File: config.mk
export PLATFORM = sky130hd
export DESIGN_NAME = qam16_demapper
export DESIGN_NICKNAME = d
export VERILOG_FILES = /design/src/rtl/qam16_pkg.sv /design/src/rtl/qam16_slice_axis.sv /design/src/rtl/qam16_demapper.sv
export SDC_FILE = /design/constraint.sdc
export NUM_CORES = 1
export LEC_CHECK = 0
export BUFFER_PORTS_ARGS = -buffer_cell sky130_fd_sc_hd__buf_2
export CAP_MARGIN = 20
export CORE_MARGIN = 4
export CORE_UTILIZATION = 52
export CTS_CLUSTER_SIZE = 8
export DETAILED_ROUTE_END_ITERATION = 7
export PLACE_DENSITY = 0.78
export SETUP_SLACK_MARGIN = 0.4
export SLEW_MARGIN = 20
export SYNTH_ARGS = -nofsm -noshare
export SYNTH_HDL_FRONTEND = slang
export SYNTH_SLANG_ARGS = --single-unit
File: constraint.sdc
create_clock -name clk -period 2.9 [get_ports clk]
set_input_delay 0.145 -clock clk [delete_from_list [all_inputs] [get_ports clk]]
set_output_delay 0.145 -clock clk [all_outputs]
set_load 0.01 [all_outputs]
File: src/rtl/qam16_pkg.sv
// Shared definitions for the 16-QAM receive path: per-axis level codes,
// symbol field positions, demapper FSM states and the saturation constant.
package qam16_pkg;

    localparam int unsigned AXIS_W = 2;
    localparam int unsigned SYM_W  = 4;

    // LSB position of each axis field inside a 4-bit symbol ([1:0] I, [3:2] Q)
    localparam int unsigned I_BITS = 0;
    localparam int unsigned Q_BITS = 2;

    localparam logic [AXIS_W-1:0] LVL_N3 = 2'b00;
    localparam logic [AXIS_W-1:0] LVL_N1 = 2'b01;
    localparam logic [AXIS_W-1:0] LVL_P1 = 2'b10;
    localparam logic [AXIS_W-1:0] LVL_P3 = 2'b11;

    // All-ones source; truncate with a width cast to get any counter's ceiling
    localparam logic [63:0] SAT_MAX = '1;

    typedef enum logic {
        FILL = 1'b0,
        RUN  = 1'b1
    } state_t;

endpackage

File: src/rtl/qam16_slice_axis.sv
// One-axis 4-level slicer: maps a signed sample against threshold thr (>= 0)
// to a 2-bit level code. Purely combinational.
//   x      : signed sample
//   thr    : signed decision threshold, caller guarantees thr >= 0
//   code_c : level code (00=-3a, 01=-a, 10=+a, 11=+3a)
module qam16_slice_axis
    import qam16_pkg::*;
#(
    parameter int unsigned WIDTH = 18
) (
    input  logic signed [WIDTH-1:0]  x,
    input  logic signed [WIDTH-1:0]  thr,
    output logic        [AXIS_W-1:0] code_c
);

    localparam logic signed [WIDTH:0] ZERO = '0;

    logic signed [WIDTH:0] x_ext;
    logic signed [WIDTH:0] thr_ext;
    logic signed [WIDTH:0] neg_thr;

    // One extra bit so -thr never overflows
    always_comb begin
        x_ext   = {x[WIDTH-1], x};
        thr_ext = {thr[WIDTH-1], thr};
        neg_thr = -thr_ext;
        code_c  = LVL_N3;
        if (x_ext >= thr_ext) begin
            code_c = LVL_P3;
        end else if (x_ext >= ZERO) begin
            code_c = LVL_P1;
        end else if (x_ext >= neg_thr) begin
            code_c = LVL_N1;
        end
    end

endmodule

File: src/rtl/qam16_demapper.sv
// 16-QAM demapper: slices received I/Q into 4-bit symbols, compares them with
// the delayed transmit symbols and reports windowed, saturating error stats.
// Optional macro QAM16_DEMAP_BIT_ERR_EN adds bit-error counting; otherwise
// bit_err_cnt is tied to 0.
// Ports:
//   clk, reset (async, active-low), sym_en (symbol enable), i_in/q_in (samples),
//   ref_level (threshold 2a), tx_sym (transmit symbol), hold (window close),
//   sym_out/sym_valid (sliced symbol), err_now (last compare mismatch),
//   sym_err_cnt/sym_cnt/bit_err_cnt/cnt_valid (closed-window results).
module qam16_demapper
    import qam16_pkg::*;
#(
    parameter int unsigned WIDTH     = 18,
    parameter int unsigned SYM_DELAY = 4,
    parameter int unsigned CNT_W     = 22
) (
    input  logic                    clk,
    input  logic                    reset,
    input  logic                    sym_en,
    input  logic signed [WIDTH-1:0] i_in,
    input  logic signed [WIDTH-1:0] q_in,
    input  logic signed [WIDTH-1:0] ref_level,
    input  logic        [SYM_W-1:0] tx_sym,
    input  logic                    hold,
    output logic        [SYM_W-1:0] sym_out,
    output logic                    sym_valid,
    output logic                    err_now,
    output logic        [CNT_W-1:0] sym_err_cnt,
    output logic        [CNT_W-1:0] sym_cnt,
    output logic        [CNT_W-1:0] bit_err_cnt,
    output logic                    cnt_valid
);

    localparam int unsigned      FILL_W  = $clog2(SYM_DELAY + 1);
    localparam logic [CNT_W-1:0] CNT_MAX = CNT_W'(SAT_MAX);

    function automatic logic [CNT_W-1:0] sat_add(input logic [CNT_W-1:0] a,
                                                 input logic [2:0]       inc);
        logic [CNT_W:0] sum;
        sum = {1'b0, a} + (CNT_W+1)'(inc);
        return sum[CNT_W] ? CNT_MAX : sum[CNT_W-1:0];
    endfunction

    state_t                   state, state_nxt;
    logic [FILL_W-1:0]        fill_cnt, fill_nxt;
    logic [SYM_W-1:0]         sym_out_nxt;
    logic                     sym_valid_nxt, err_now_nxt, cnt_valid_nxt;
    logic [CNT_W-1:0]         acc_err, acc_err_nxt, acc_sym, acc_sym_nxt;
    logic [CNT_W-1:0]         err_cnt_nxt, sym_cnt_nxt, err_sum, sym_sum;
    logic signed [WIDTH-1:0]  thr_c;
    logic [AXIS_W-1:0]        i_code_c, q_code_c;
    logic [SYM_W-1:0]         dly_q [SYM_DELAY];
    logic [SYM_W-1:0]         tx_dly_c, diff_c;
    logic                     mismatch_c;

    // Negative reference collapses to a zero threshold
    assign thr_c = ref_level[WIDTH-1] ? '0 : ref_level;

    qam16_slice_axis #(.WIDTH(WIDTH)) u_slice_i (.x(i_in), .thr(thr_c), .code_c(i_code_c));
    qam16_slice_axis #(.WIDTH(WIDTH)) u_slice_q (.x(q_in), .thr(thr_c), .code_c(q_code_c));

    // Transmit-symbol delay line, advancing once per symbol
    always_ff @(posedge clk or negedge reset) begin
        if (!reset) begin
            for (int k = 0; k < SYM_DELAY; k++) dly_q[k] <= '0;
        end else if (sym_en) begin
            dly_q[0] <= tx_sym;
            for (int k = 1; k < SYM_DELAY; k++) dly_q[k] <= dly_q[k-1];
        end
    end

    assign tx_dly_c   = dly_q[SYM_DELAY-1];
    assign diff_c     = sym_out ^ tx_dly_c;
    assign mismatch_c = |diff_c;

    // Next-state, slicer pipeline and window accumulation
    always_comb begin
        state_nxt     = state;
        fill_nxt      = fill_cnt;
        sym_out_nxt   = sym_out;
        sym_valid_nxt = 1'b0;
        err_now_nxt   = err_now;
        acc_err_nxt   = acc_err;
        acc_sym_nxt   = acc_sym;
        err_cnt_nxt   = sym_err_cnt;
        sym_cnt_nxt   = sym_cnt;
        cnt_valid_nxt = 1'b0;
        err_sum       = acc_err;
        sym_sum       = acc_sym;

        if (sym_en) begin
            sym_out_nxt[I_BITS +: AXIS_W] = i_code_c;
            sym_out_nxt[Q_BITS +: AXIS_W] = q_code_c;
            sym_valid_nxt                 = 1'b1;
            err_now_nxt                   = mismatch_c;
        end

        case (state)
            FILL: begin
                // Wait until delay line and slicer hold real data
                if (sym_en) begin
                    if (fill_cnt == FILL_W'(SYM_DELAY)) begin
                        state_nxt = RUN;
                        fill_nxt  = '0;
                    end else begin
                        fill_nxt = fill_cnt + FILL_W'(1);
                    end
                end
            end
            RUN: begin
                if (sym_en) begin
                    err_sum = sat_add(acc_err, {2'b00, mismatch_c});
                    sym_sum = sat_add(acc_sym, 3'd1);
                end
                // A compare on the closing edge belongs to the closing window
                if (hold) begin
                    err_cnt_nxt   = err_sum;
                    sym_cnt_nxt   = sym_sum;
                    cnt_valid_nxt = 1'b1;
                    acc_err_nxt   = '0;
                    acc_sym_nxt   = '0;
                end else begin
                    acc_err_nxt = err_sum;
                    acc_sym_nxt = sym_sum;
                end
            end
            default: state_nxt = FILL;
        endcase
    end

    always_ff @(posedge clk or negedge reset) begin
        if (!reset) begin
            state       <= FILL;
            fill_cnt    <= '0;
            sym_out     <= '0;
            sym_valid   <= 1'b0;
            err_now     <= 1'b0;
            acc_err     <= '0;
            acc_sym     <= '0;
            sym_err_cnt <= '0;
            sym_cnt     <= '0;
            cnt_valid   <= 1'b0;
        end else begin
            state       <= state_nxt;
            fill_cnt    <= fill_nxt;
            sym_out     <= sym_out_nxt;
            sym_valid   <= sym_valid_nxt;
            err_now     <= err_now_nxt;
            acc_err     <= acc_err_nxt;
            acc_sym     <= acc_sym_nxt;
            sym_err_cnt <= err_cnt_nxt;
            sym_cnt     <= sym_cnt_nxt;
            cnt_valid   <= cnt_valid_nxt;
        end
    end

`ifdef QAM16_DEMAP_BIT_ERR_EN
    logic [CNT_W-1:0] acc_bit, acc_bit_nxt, bit_cnt_q, bit_cnt_nxt, bit_sum;
    logic [2:0]       pop_c;

    // Hamming distance between sliced and delayed transmit symbol
    assign pop_c = 3'(diff_c[0]) + 3'(diff_c[1]) + 3'(diff_c[2]) + 3'(diff_c[3]);

    // Bit-error window, same timing as the symbol-error window
    always_comb begin
        acc_bit_nxt = acc_bit;
        bit_cnt_nxt = bit_cnt_q;
        bit_sum     = acc_bit;
        if (state == RUN) begin
            if (sym_en) bit_sum = sat_add(acc_bit, pop_c);
            if (hold) begin
                bit_cnt_nxt = bit_sum;
                acc_bit_nxt = '0;
            end else begin
                acc_bit_nxt = bit_sum;
            end
        end
    end

    always_ff @(posedge clk or negedge reset) begin
        if (!reset) begin
            acc_bit   <= '0;
            bit_cnt_q <= '0;
        end else begin
            acc_bit   <= acc_bit_nxt;
            bit_cnt_q <= bit_cnt_nxt;
        end
    end

    assign bit_err_cnt = bit_cnt_q;
`else
    assign bit_err_cnt = '0;
`endif

endmodule

==> results of run 1 <==
==> worst max-delay path by stage <==
stage,from,to,slack (ns),depth (start not counted)
after floorplan,ref_level[7],sym_out[0]$_DFFE_PN0P_,-0.10,14
after global placement,ref_level[7],sym_out[0]$_DFFE_PN0P_,-0.35,14
after detailed placement,ref_level[7],sym_out[0]$_DFFE_PN0P_,-0.43,14
after CTS,ref_level[7],sym_out[0]$_DFFE_PN0P_,0.05,15
after global routing,ref_level[7],sym_out[0]$_DFFE_PN0P_,-0.11,15
final,ref_level[7],sym_out[0]$_DFFE_PN0P_,0.05,15
==> power by group through the flow <==
| stage | registers (mW) | logic (mW) | clock network (mW) |
|---|---|---|---|
| after detailed placement | 2.12 | 1.62 | 0 |
| after global routing | 2.14 | 1.92 | 2.26 |
| after CTS | 2.09 | 1.70 | 2.17 |
| final | 2.10 | 1.72 | 2.15 |
| after floorplan | 2.19 | 0.958 | 0 |
| after global placement | 2.11 | 1.59 | 0 |
==> critical path, delay by kind of cell <==
family          cells  cell delay (ns)
simple gates        4             1.05
compound gates      8             1.26
fa+ha+maj           2             0.58
buf+inv             1             0.09
==> flip-flops by register name, indices dropped and copies added (netlist names) <==
signal	count
acc_err	22
acc_sym	22
sym_cnt	22
sym_err_cnt	22
dly_q	12
sym_out	4
tx_dly_c	4
fill_cnt	3
cnt_valid	1
err_now	1
state	1
sym_valid	1
==> placed cells by master, fill, tap and decap left out, types with 13 or more instances in the layout <==
cell type | synthesis | final
clkbuf_16 | 0 | 17
conb_1 | 1 | 22
mux2_2 | 21 | 21
buf_4 | 22 | 81
nand4_1 | 14 | 14
xor2_1 | 19 | 19
dfrtp_1 | 115 | 114
nand3_1 | 15 | 14
a21oi_1 | 92 | 89
nor2_1 | 47 | 43
xnor2_1 | 32 | 32
and3_1 | 25 | 13
o21ai_0 | 36 | 30
inv_1 | 22 | 21
a31o_2 | 25 | 25
buf_2 | 3 | 110
nand2_1 | 67 | 63
a31oi_1 | 29 | 28
a21o_1 | 16 | 16
ha_1 | 68 | 64
==> routing by layer <==
layer | wire [um] | share of wire [%] | GRT usage (%)
met5 | 0 | 0 | 0
met1 | 8500 | 44 | 30.5
met3 | 1020 | 5.2 | 4.13
met2 | 9660 | 50 | 39.5
met4 | 279 | 1.4 | 6.60
==> stage by stage <==
step | instance area (um^2) | setup WS, ns | power [mW]
floorplan | 7960 | -0.102 | 3.15
global placement | 8880 | -0.354 | 3.70
detailed placement | 8880 | -0.431 | 3.75
CTS | 9780 | 0.0527 | 5.97
global route | 9950 | -0.112 | 6.32
finish | 9950 | 0.0532 | 5.97
==> final cells by class <==
type,instances,area [um^2]
flip-flops and latches,115,2880
multi-input cells,658,4830
well taps,184,230
clock buffers,18,439
inverters,23,86.3
clock inverters,14,178
fillers,1075,4630
repair buffers,203,1310
==> cells by family after synthesis <==
| kind of cell | count (synthesis) | share of synthesized area (%) |
|---|---|---|
| AOI/OAI and AO/OA | 249 | 20.5 |
| xor gates and xnor gates | 51 | 5.77 |
| adders and majority gates | 74 | 11.8 |
| buffers and inverters | 91 | 5.99 |
| DFF | 115 | 37.2 |
| muxes | 27 | 3.89 |
| other | 1 | 0.0484 |
| and+or+nand+nor | 230 | 14.9 |
==> repair_timing <==
item	in CTS	in global routing
pin swaps	9	17
gates resized for setup	26	33
setup buffers	12	6
hold endpoints to repair	68	0
endpoints found under the setup margin	81	64
gates cloned	5	1
hold buffers	6	0
==> run metrics, run 1 <==
drt via density=5.66; Port Buf Inserts=112; Slew @ Worst Pin=0.878 ns; largest net degree at the start of global routing=88; power per standard cell area=600 nW/um^2; Mean Syn Cell Area=9.24 um^2; Mapped Cells=838; Post-Synthesis Cell Area=7740 um^2; share of layout cells above drive strength 1=33.3%; CORE AREA=14600 um^2; critical path cell sequence=buf_6 -> or4_4 -> nor3_4 -> o21ai_1 -> o21ai_1 -> ha_1 -> and3_4 -> a211oi_2 -> o21ai_1 -> maj3_2 -> and3_1 -> a2111o_1 -> a31oi_2 -> o2111a_1 -> o32ai_2; Total Routing Usage GR=23.2%; DR iter-0 viols=508; setup violators final=0; fin util=68.2%; Setup crit end kind=flop; CTS tree=done; Switch Pwr=1.92 mW; Synth Warn #=0; setup TNS=0 ns; vias in the first global route=6785; Hold WC Path Type=input pin to flop; Post-synth top cells=115 x dfrtp_1, 92 x a21oi_1, 68 x ha_1, 67 x nand2_1, 47 x nor2_1; Synth area leaders=dfrtp_1 37%, ha_1 11%, a21oi_1 5.9%; Die H=130 um; Reg2Reg Depth=12; Fmax=351 MHz; Detailed Place HPWL=13300 um; ys flop type=dfrtp_1; Worst-path clk slew=0.06 ns; Crit Reg-Reg Endpoint=acc_err[8]$_DFFE_PN0P_; row count=44; Reg power frac=35.2%; Logic pwr share=28.8%; RSZ-0062 raised after global routing=yes; CTS H-Tree Depth=4; R2R Path Start=tx_dly_c[3]$_DFFE_PN0P_; final hold viol count=0; die area=16900 um^2; Area Growth Syn to Fin=28.5%; Rel. slew slack=41.5%; initial antenna violation count=0; synth unique cells=58; status=finished, final reports clean; Startpoint Class=input pin; GRT Residual Overflow=0; Total Wirelength=19500 um; Leakage=4.81 nW; Crit path required time=3.18 ns; First-pass DRT Iterations=5; #FFs+latches synth=115; layout net count=1148; Max Slew Vio Count=0; total CTS buffers=17; Seq/Total Area, Yosys=37.2%; hold slack final=0.0326 ns; end of the worst hold path=sym_out[1]$_DFFE_PN0P_; IR drop worst, VDD=0.000426 V; critical-path maximum fanout=4; switching part of the total=32.1%; Root Buffer=clkbuf_16; crit path DAT=3.13 ns; async set-reset flop share out of synthesis=100%; worst skew pair latency=0.41 ns; Starting Density=53.1%; Vias=6878; clock power share=36.0%; min-delay src=i_in[17]; die boundary width=130 um; max cap viols=0; critical path's most frequent cell=o21ai_1; routability congestion estimate=0.906; # IOs=135; flop2flop setup slack=0.49 ns; count leader, synth=dfrtp_1; Period Utilization, post-route=98.2%; DRC=0; min cycle time layout=2.85 ns; first-pass GRT wire length=32000 um; Finished Layout Cells=1215; antenna cell count=0; CP max stage cell=or4_4; top-area cell type share of the netlist area=37.2%; Longest Clk Path Bufs=2; hold-critical path depth=2; critical setup path kind=input pin to flop; slowest stage delay, CP=0.57 ns; Routed Antenna Nets=0; number of synthesized flops with an enable pin=0; placed cells=1153; Yosys top cell by area=dfrtp_1; wire per inst=16.0 um; clk sinks=115; internal power=4.05 mW; Setup Skew=0.0112 ns
Power figures use the tool's default switching activity.
==> run 2: changes to the inputs <==
- ABC_AREA: unset -> 1
- CORE_UTILIZATION: 52 -> 53
- CTS_BUF_LIST: unset -> sky130_fd_sc_hd__clkbuf_2 sky130_fd_sc_hd__clkbuf_4 sky130_fd_sc_hd__clkbuf_8
- PLACE_DENSITY: 0.78 -> 0.79
- SLEW_MARGIN: 20 -> 30
==> run 2 against run 1 <==
  * Clock skew down 0.00056 ns
  * Worst hold slack better by 0.0028 ns
  * Sequential share of layout area up 2.4 points
  * Register-to-register slack worse by 0.08 ns
  * Sequential power down 19%
  * First-iteration DRC count down 15%
  * Setup slack better by 0.36 ns
  * Maximum frequency up 14%
  * Critical path type is now flop to flop
  * Critical endpoint is now acc_err[21]$_DFFE_PN0P_
  * Highest routed layer unchanged
==> run metrics, run 2 <==
finished layout cell area=9200 um^2 (-7.6%); max cap viols=0 (unchanged); number of synthesized flops with an enable pin=0 (unchanged); vias in the first global route=6565 (-3.2%); Max Slew Vio Count=0 (unchanged); post-synthesis mux area share=0% (-3.9 points); min-delay src=q_in[17]; synth unique cells=46 (-21%); most frequent cells in the layout=250 x nand2_1, 115 x dfrtp_1, 111 x buf_2; Mean Syn Cell Area=7.71 um^2 (-17%); CORE AREA=14100 um^2 (-3.4%); Starting Density=54.9% (+1.8 points); crit path DAT=2.78 ns (-0.35 ns); Hold WC Path Type=input pin to flop; Switch Pwr=1.15 mW (-40%); Root Buffer=clkbuf_8; min cycle time layout=2.49 ns (-0.355 ns); GRT Residual Overflow=0 (unchanged); Period Utilization, post-route=85.9% (-12 points); count leader, synth=nand2_1; Post-Synth Simple-Gate Area=25.9% (+11 points); worst skew pair latency=0.42 ns (about the same); first-pass GRT wire length=30000 um (-6.3%); critical-path maximum fanout=4 (unchanged); power per standard cell area=432 nW/um^2 (-28%); most common cell after layout, fill and taps aside=nand2_1; Logic pwr share=17.7% (-11 points); Total Wirelength=18600 um (-4.4%); Yosys top cell by area=dfrtp_1; Area Growth Syn to Fin=18.9%; First-pass DRT Iterations=5 (unchanged); setup violators final=0 (unchanged); largest net degree at the start of global routing=66 (-25%); DR iter-0 viols=430 (-15%); drt via density=5.32 (-6.1%); Die H=129 um (-0.93%); CTS tree=done; Setup crit end kind=flop; Crit. Startpoint=sym_out[2]$_DFFE_PN0P_; #FFs+latches synth=115 (unchanged); initial antenna violation count=0 (unchanged); Routed Antenna Nets=0 (unchanged); ys flop type=dfrtp_1; Rel. slew slack=54.5% (+13 points); Slew @ Worst Pin=0.682 ns (-0.196 ns); Synth Warn #=0 (unchanged); async set-reset flop share out of synthesis=100% (unchanged); clk sinks=115 (unchanged); Post-Synthesis Cell Area=7740 um^2 (about the same); # IOs=135 (unchanged); Longest Clk Path Bufs=2 (unchanged); Post-synth top cells=254 x nand2_1, 115 x dfrtp_1, 103 x inv_1, 71 x o21ai_0, 70 x nor2_1; clock power share=39.5% (+3.5 points); RSZ-0062 raised after global routing=yes; Crit path required time=3.19 ns (about the same); top-area cell type share of the netlist area=37.2% (about the same); switching part of the total=29.1% (-3.1 points); die boundary width=129 um (-0.93%); critical setup path kind=flop to flop; final hold viol count=0 (unchanged); complex-gate fraction of the synthesized area=13.2% (-7.3 points); Worst-path clk slew=0.07 ns (about the same); DRC=0 (unchanged); Reg power frac=42.7% (+7.5 points); share of layout cells above drive strength 1=20.8% (-13 points); antenna cell count=0 (unchanged); die area=16600 um^2 (-1.9%); adder-cell share of the synthesized area=11.0% (-0.80 points); Synth area leaders=dfrtp_1 37%, nand2_1 12%, ha_1 11%; wire per inst=13.9 um (-13%); Total Routing Usage GR=22.2% (-1.0 points); Seq/Total Area, Yosys=37.2% (about the same); routability congestion estimate=0.908 (+0.18%); Post-Place Cell Area=8490 um^2 (-4.4%); Setup Skew=0.0106 ns (-0.000560 ns); status=finished, final reports clean; IR drop worst, VDD=0.000357 V (-16%); internal power=2.82 mW (-31%); Startpoint Class=flop; total CTS buffers=17 (unchanged); Detailed Place HPWL=14000 um (+5.4%); Fmax=401 MHz (+14%); CTS H-Tree Depth=4 (unchanged); Vias=7102 (+3.3%); Port Buf Inserts=112 (unchanged); Leakage=4.69 nW (-2.4%); setup TNS=0 ns (unchanged); row count=43 (-2.3%); post-synthesis xor/xnor area fraction=3.85% (-1.9 points); layout net count=1273 (+11%); Mapped Cells=1003 (+20%); R2R Path Start=sym_out[2]$_DFFE_PN0P_; largest family of logic cells by synthesized area=simple AND/OR/NAND/NOR gates
## run 2: changes by cell type in the layout (fill, tap and decap cells not counted), sizes merged, moves of 17 or more
cell	change
o21ai	+48
o22ai	+17
nand2	+197
and3	-25
a31o	-25
xnor2	-23
a31oi	-20
nand3	+40
inv	+82
nor2	+35
mux2	-22
buf	-56
a21oi	-53
## run 2: cell families (layout without fill, tap and decap cells)
group | after synthesis | in the layout
buf+inv | 157 | 289
compound gates | 179 | 179
xor+xnor | 34 | 34
flops | 115 | 115
simple gates | 449 | 449
fa+ha+maj | 68 | 68
other cells | 1 | 22
## run 2: power by group through the flow
stage	sequential, mW	clock, mW	combinational, mW
2_1_floorplan	1.74	0	0.448
3_3_place_gp	1.73	0	0.653
3_5_place_dp	1.73	0	0.670
4_1_cts	1.70	1.59	0.696
5_1_grt	1.70	1.68	0.796
6_report	1.70	1.57	0.703
## run 2: per-layer routing
metal,vias up,global-route usage [%],wire [um]
li1,3577,-,-
met4,0,6.86,386
met1,3305,28.9,8450
met5,-,0,0
met2,186,37.7,8930
met3,34,3.99,838
## run 2: path summary, 6_finish.rpt
check	end	slack (ns)	cells after the start
setup / recovery	acc_err[21]$_DFFE_PN0P_	0.41	16
setup reg to reg	acc_err[21]$_DFFE_PN0P_	0.41	16
max in group asynchronous	tx_dly_c[0]$_DFFE_PN0P_	1.85	3
hold reg to reg	dly_q[6]$_DFFE_PN0P_	0.47	2
min in group asynchronous	sym_cnt[16]$_DFFE_PN0P_	0.29	2
hold / removal	sym_out[2]$_DFFE_PN0P_	0.04	3
## run 2: through the flow
step / utilization, % / power, mW / cells / setup slack, ns / hold slack [ns]
CTS: 64.1 / 3.99 / 1325 / 0.370 / 0.00835
global placement: 60.2 / 2.38 / 1282 / 0.0992 / 0.214
detailed placement: 60.2 / 2.40 / 1282 / 0.0223 / 0.216
finish: 65.3 / 3.97 / 1336 / 0.408 / 0.0354
floorplan: - / 2.18 / 1024 / 0.400 / -0.151
global route: 65.3 / 4.18 / 1336 / 0.243 / 0.00953
## run 2: critical path: stages (launching register included)
cell and delay (ns):
dfrtp_1 0.41, xnor2_1 0.13, nand4_1 0.14, ha_2 0.21
nand4_1 0.13, nor2_1 0.13, inv_1 0.07, nor2_2 0.09
inv_2 0.07, nor2_4 0.15, nand4_4 0.11, nor2_4 0.18
nand3_4 0.12, o21ai_2 0.17, nand3_2 0.10, nand2_1 0.08
o21ai_1 0.06
## run 2: area by class of cell
| class | instances | area, um^2 |
|---|---|---|
| Clock inverter | 14 | 180 |
| Tap cell | 180 | 225 |
| Clock buffer | 18 | 248 |
| Timing Repair Buffer | 148 | 867 |
| Multi-Input combinational cell | 752 | 4390 |
| Fill cell | 1213 | 4900 |
| Inverter | 109 | 413 |
| Sequential cell | 115 | 2880 |
## run 2: repair_timing
action	in CTS	in global routing
endpoints found under the setup margin	10	30
hold buffers	7	0
hold endpoints to repair	56	0
gates resized for setup	7	23
pin swaps	1	12
buffers inserted	4	11
==> run 3: changes to the inputs <==
- ABC_AREA: 1 -> 0
- CTS_BUF_LIST: sky130_fd_sc_hd__clkbuf_2 sky130_fd_sc_hd__clkbuf_4 sky130_fd_sc_hd__clkbuf_8 -> sky130_fd_sc_hd__clkbuf_8
==> run 3 against run 2 <==
  * Via count rose by 0.58%
  * Maximum frequency fell by 12%
  * Register-to-register slack improved by 0.03 ns
  * Combinational power rose to 2.6 times the previous value
  * First-iteration DRC count rose by 33%
  * Critical endpoint is now sym_out[0]$_DFFE_PN0P_
  * Largest cell class unchanged
  * Largest power group unchanged
==> run metrics, run 3 (same netlist as run 1, synthesis figures left out) <==
drt via density=5.78 (+8.8%); Total Wirelength=20800 um (+12%); Crit path required time=3.21 ns (+0.02 ns); largest net degree at the start of global routing=88 (+33%); Worst-path clk slew=0.07 ns (about the same); cell family with most CP delay=compound AO/OA/AOI/OAI gates; crit path DAT=3.15 ns (+0.37 ns); min cycle time layout=2.84 ns (+0.348 ns); power per standard cell area=532 nW/um^2 (+23%); status=finished, final reports clean; RSZ-0062 raised after global routing=yes; CTS tree=done; flop2flop setup slack=0.44 ns (+0.03 ns); Fmax=352 MHz (-12%); First-pass DRT Iterations=5 (unchanged); final hold viol count=0 (unchanged); row count=43 (unchanged); layout net count=1172 (-7.9%); Period Utilization, post-route=97.9% (+12 points); # fillers=990 (-18%); setup violators final=0 (unchanged); Hold WC Path Type=input pin to flop; critical setup path kind=input pin to flop; initial antenna violation count=0 (unchanged); DR iter-0 viols=573 (+33%); Die H=129 um (about the same); placed cells=1145 (-11%); CP max stage cell=or4_4; worst skew pair latency=0.44 ns (+0.02 ns); first-pass GRT wire length=31500 um (+4.9%); Finished Layout Cells=1235 (-7.6%); Startpoint Class=input pin; Routed Antenna Nets=0 (unchanged); Total Routing Usage GR=23.1% (+0.94 points); Max Slew Vio Count=0 (unchanged); Rel. slew slack=34.6% (-20 points); total CTS buffers=17 (unchanged); # IOs=135 (unchanged); Setup crit end kind=flop; critical path cell sequence=buf_6 -> or4_4 -> nor3_4 -> o21ai_1 -> o21ai_1 -> ha_1 -> and3_4 -> a211oi_2 -> o21ai_1 -> maj3_2 -> and3_4 -> a2111o_1 -> a31oi_2 -> o2111a_1 -> o32ai_2; Vias=7143 (+0.58%); Starting Density=54.9% (about the same); most common cell after layout, fill and taps aside=dfrtp_1; CORE AREA=14100 um^2 (unchanged); Detailed Place HPWL=13400 um (-4.1%); Longest Clk Path Bufs=2 (unchanged); critical-path maximum fanout=4 (unchanged); die area=16600 um^2 (about the same); setup TNS=0 ns (unchanged); routability congestion estimate=0.877 (-3.4%); Port Buf Inserts=112 (unchanged); Leakage=4.91 nW (+4.6%); share of layout cells above drive strength 1=36.4% (+16 points); Area Growth Syn to Fin=31.7%; IR drop worst, VDD=0.000460 V (+29%); GRT Residual Overflow=0 (unchanged); vias in the first global route=6709 (+2.2%); most frequent cells in the layout=114 x dfrtp_1, 109 x buf_2, 94 x buf_4; CTS H-Tree Depth=4 (unchanged); Slew @ Worst Pin=0.982 ns (+0.300 ns); die boundary width=129 um (about the same); clk sinks=115 (unchanged); max cap viols=0 (unchanged); critical path's most frequent cell=o21ai_1; Buf+Inv Stages, Crit Path=1 (-1); Setup Skew=0.0108 ns (+0.000213 ns); DRC=0 (unchanged); Root Buffer=clkbuf_8; slowest stage delay, CP=0.57 ns (+0.16 ns); wire per inst=16.8 um (+21%); antenna cell count=0 (unchanged)
run 3: changes by cell type in the layout (fill, tap and decap cells not counted), moves of 20 or more:
cell | before | now
inv_1 | 102 | 21
nand3_1 | 43 | 13
o21ai_0 | 67 | 29
buf_4 | 28 | 94
mux2_2 | 0 | 20
nor2_1 | 65 | 43
a21oi_1 | 33 | 74
xnor2_1 | 9 | 31
nand2_1 | 250 | 62
run 3: layout make-up:
type | count | area (um^2) | area share [%]
timing repair buffer | 228 | 1570 | 15.4
tap | 180 | 225 | 2.21
inverter | 23 | 86.3 | 0.847
clock inverter | 14 | 155 | 1.52
clock buffer | 18 | 248 | 2.43
sequential | 115 | 2880 | 28.2
multi-input combinational | 657 | 5030 | 49.3
run 3: report_power, final:
group,internal [mW],total (mW),switching (mW)
Sequential,1.90,2.09,0.185
Combinational,0.822,1.85,1.03
Clock,0.792,1.49,0.701
run 3: path summary, 6_finish.rpt:
check,start,endpoint,cells past startpoint
hold / removal,sym_en,sym_valid$_DFF_PN0_,2
hold reg to reg,sym_cnt[12]$_DFFE_PN0P_,sym_cnt[12]$_DFFE_PN0P_,2
max in group asynchronous,reset,acc_err[1]$_DFFE_PN0P_,3
setup / recovery,ref_level[8],sym_out[0]$_DFFE_PN0P_,15
min in group asynchronous,reset,acc_err[17]$_DFFE_PN0P_,2
setup reg to reg,sym_out[3]$_DFFE_PN0P_,acc_err[20]$_DFFE_PN0P_,12
run 3: stage by stage:
step	worst slack (ns)	total power [mW]	cell area (um^2)	util (%)	hold slack [ns]
after floorplan	-0.102	3.15	7960	-	-0.151
after global placement	-0.346	3.68	8840	62.7	0.266
after detailed placement	-0.395	3.75	8840	62.7	0.268
after CTS	0.144	5.35	9720	69.0	0.112
after global routing	-0.0332	5.76	10200	72.3	0.121
final	0.0602	5.43	10200	72.3	0.133
run 3: per-layer routing:
layer  share of wire (%)  wire [um]  GRT usage, %  vias up
met3                 5.2       1090          4.57       40
met5                   0          0             0        -
met2                  50      10500          39.2      233
met1                  43       8840          30.0     3425
met4                 1.9        401          6.98        0
li1                    -          -             -     3445
run 3: timing repair:
action	in CTS	in global routing
gates resized for setup	37	64
buffers inserted	30	15
setup endpoints to repair	80	45
hold buffers	7	0
pin swaps	17	25
hold endpoints to repair	64	0
cloned	3	3
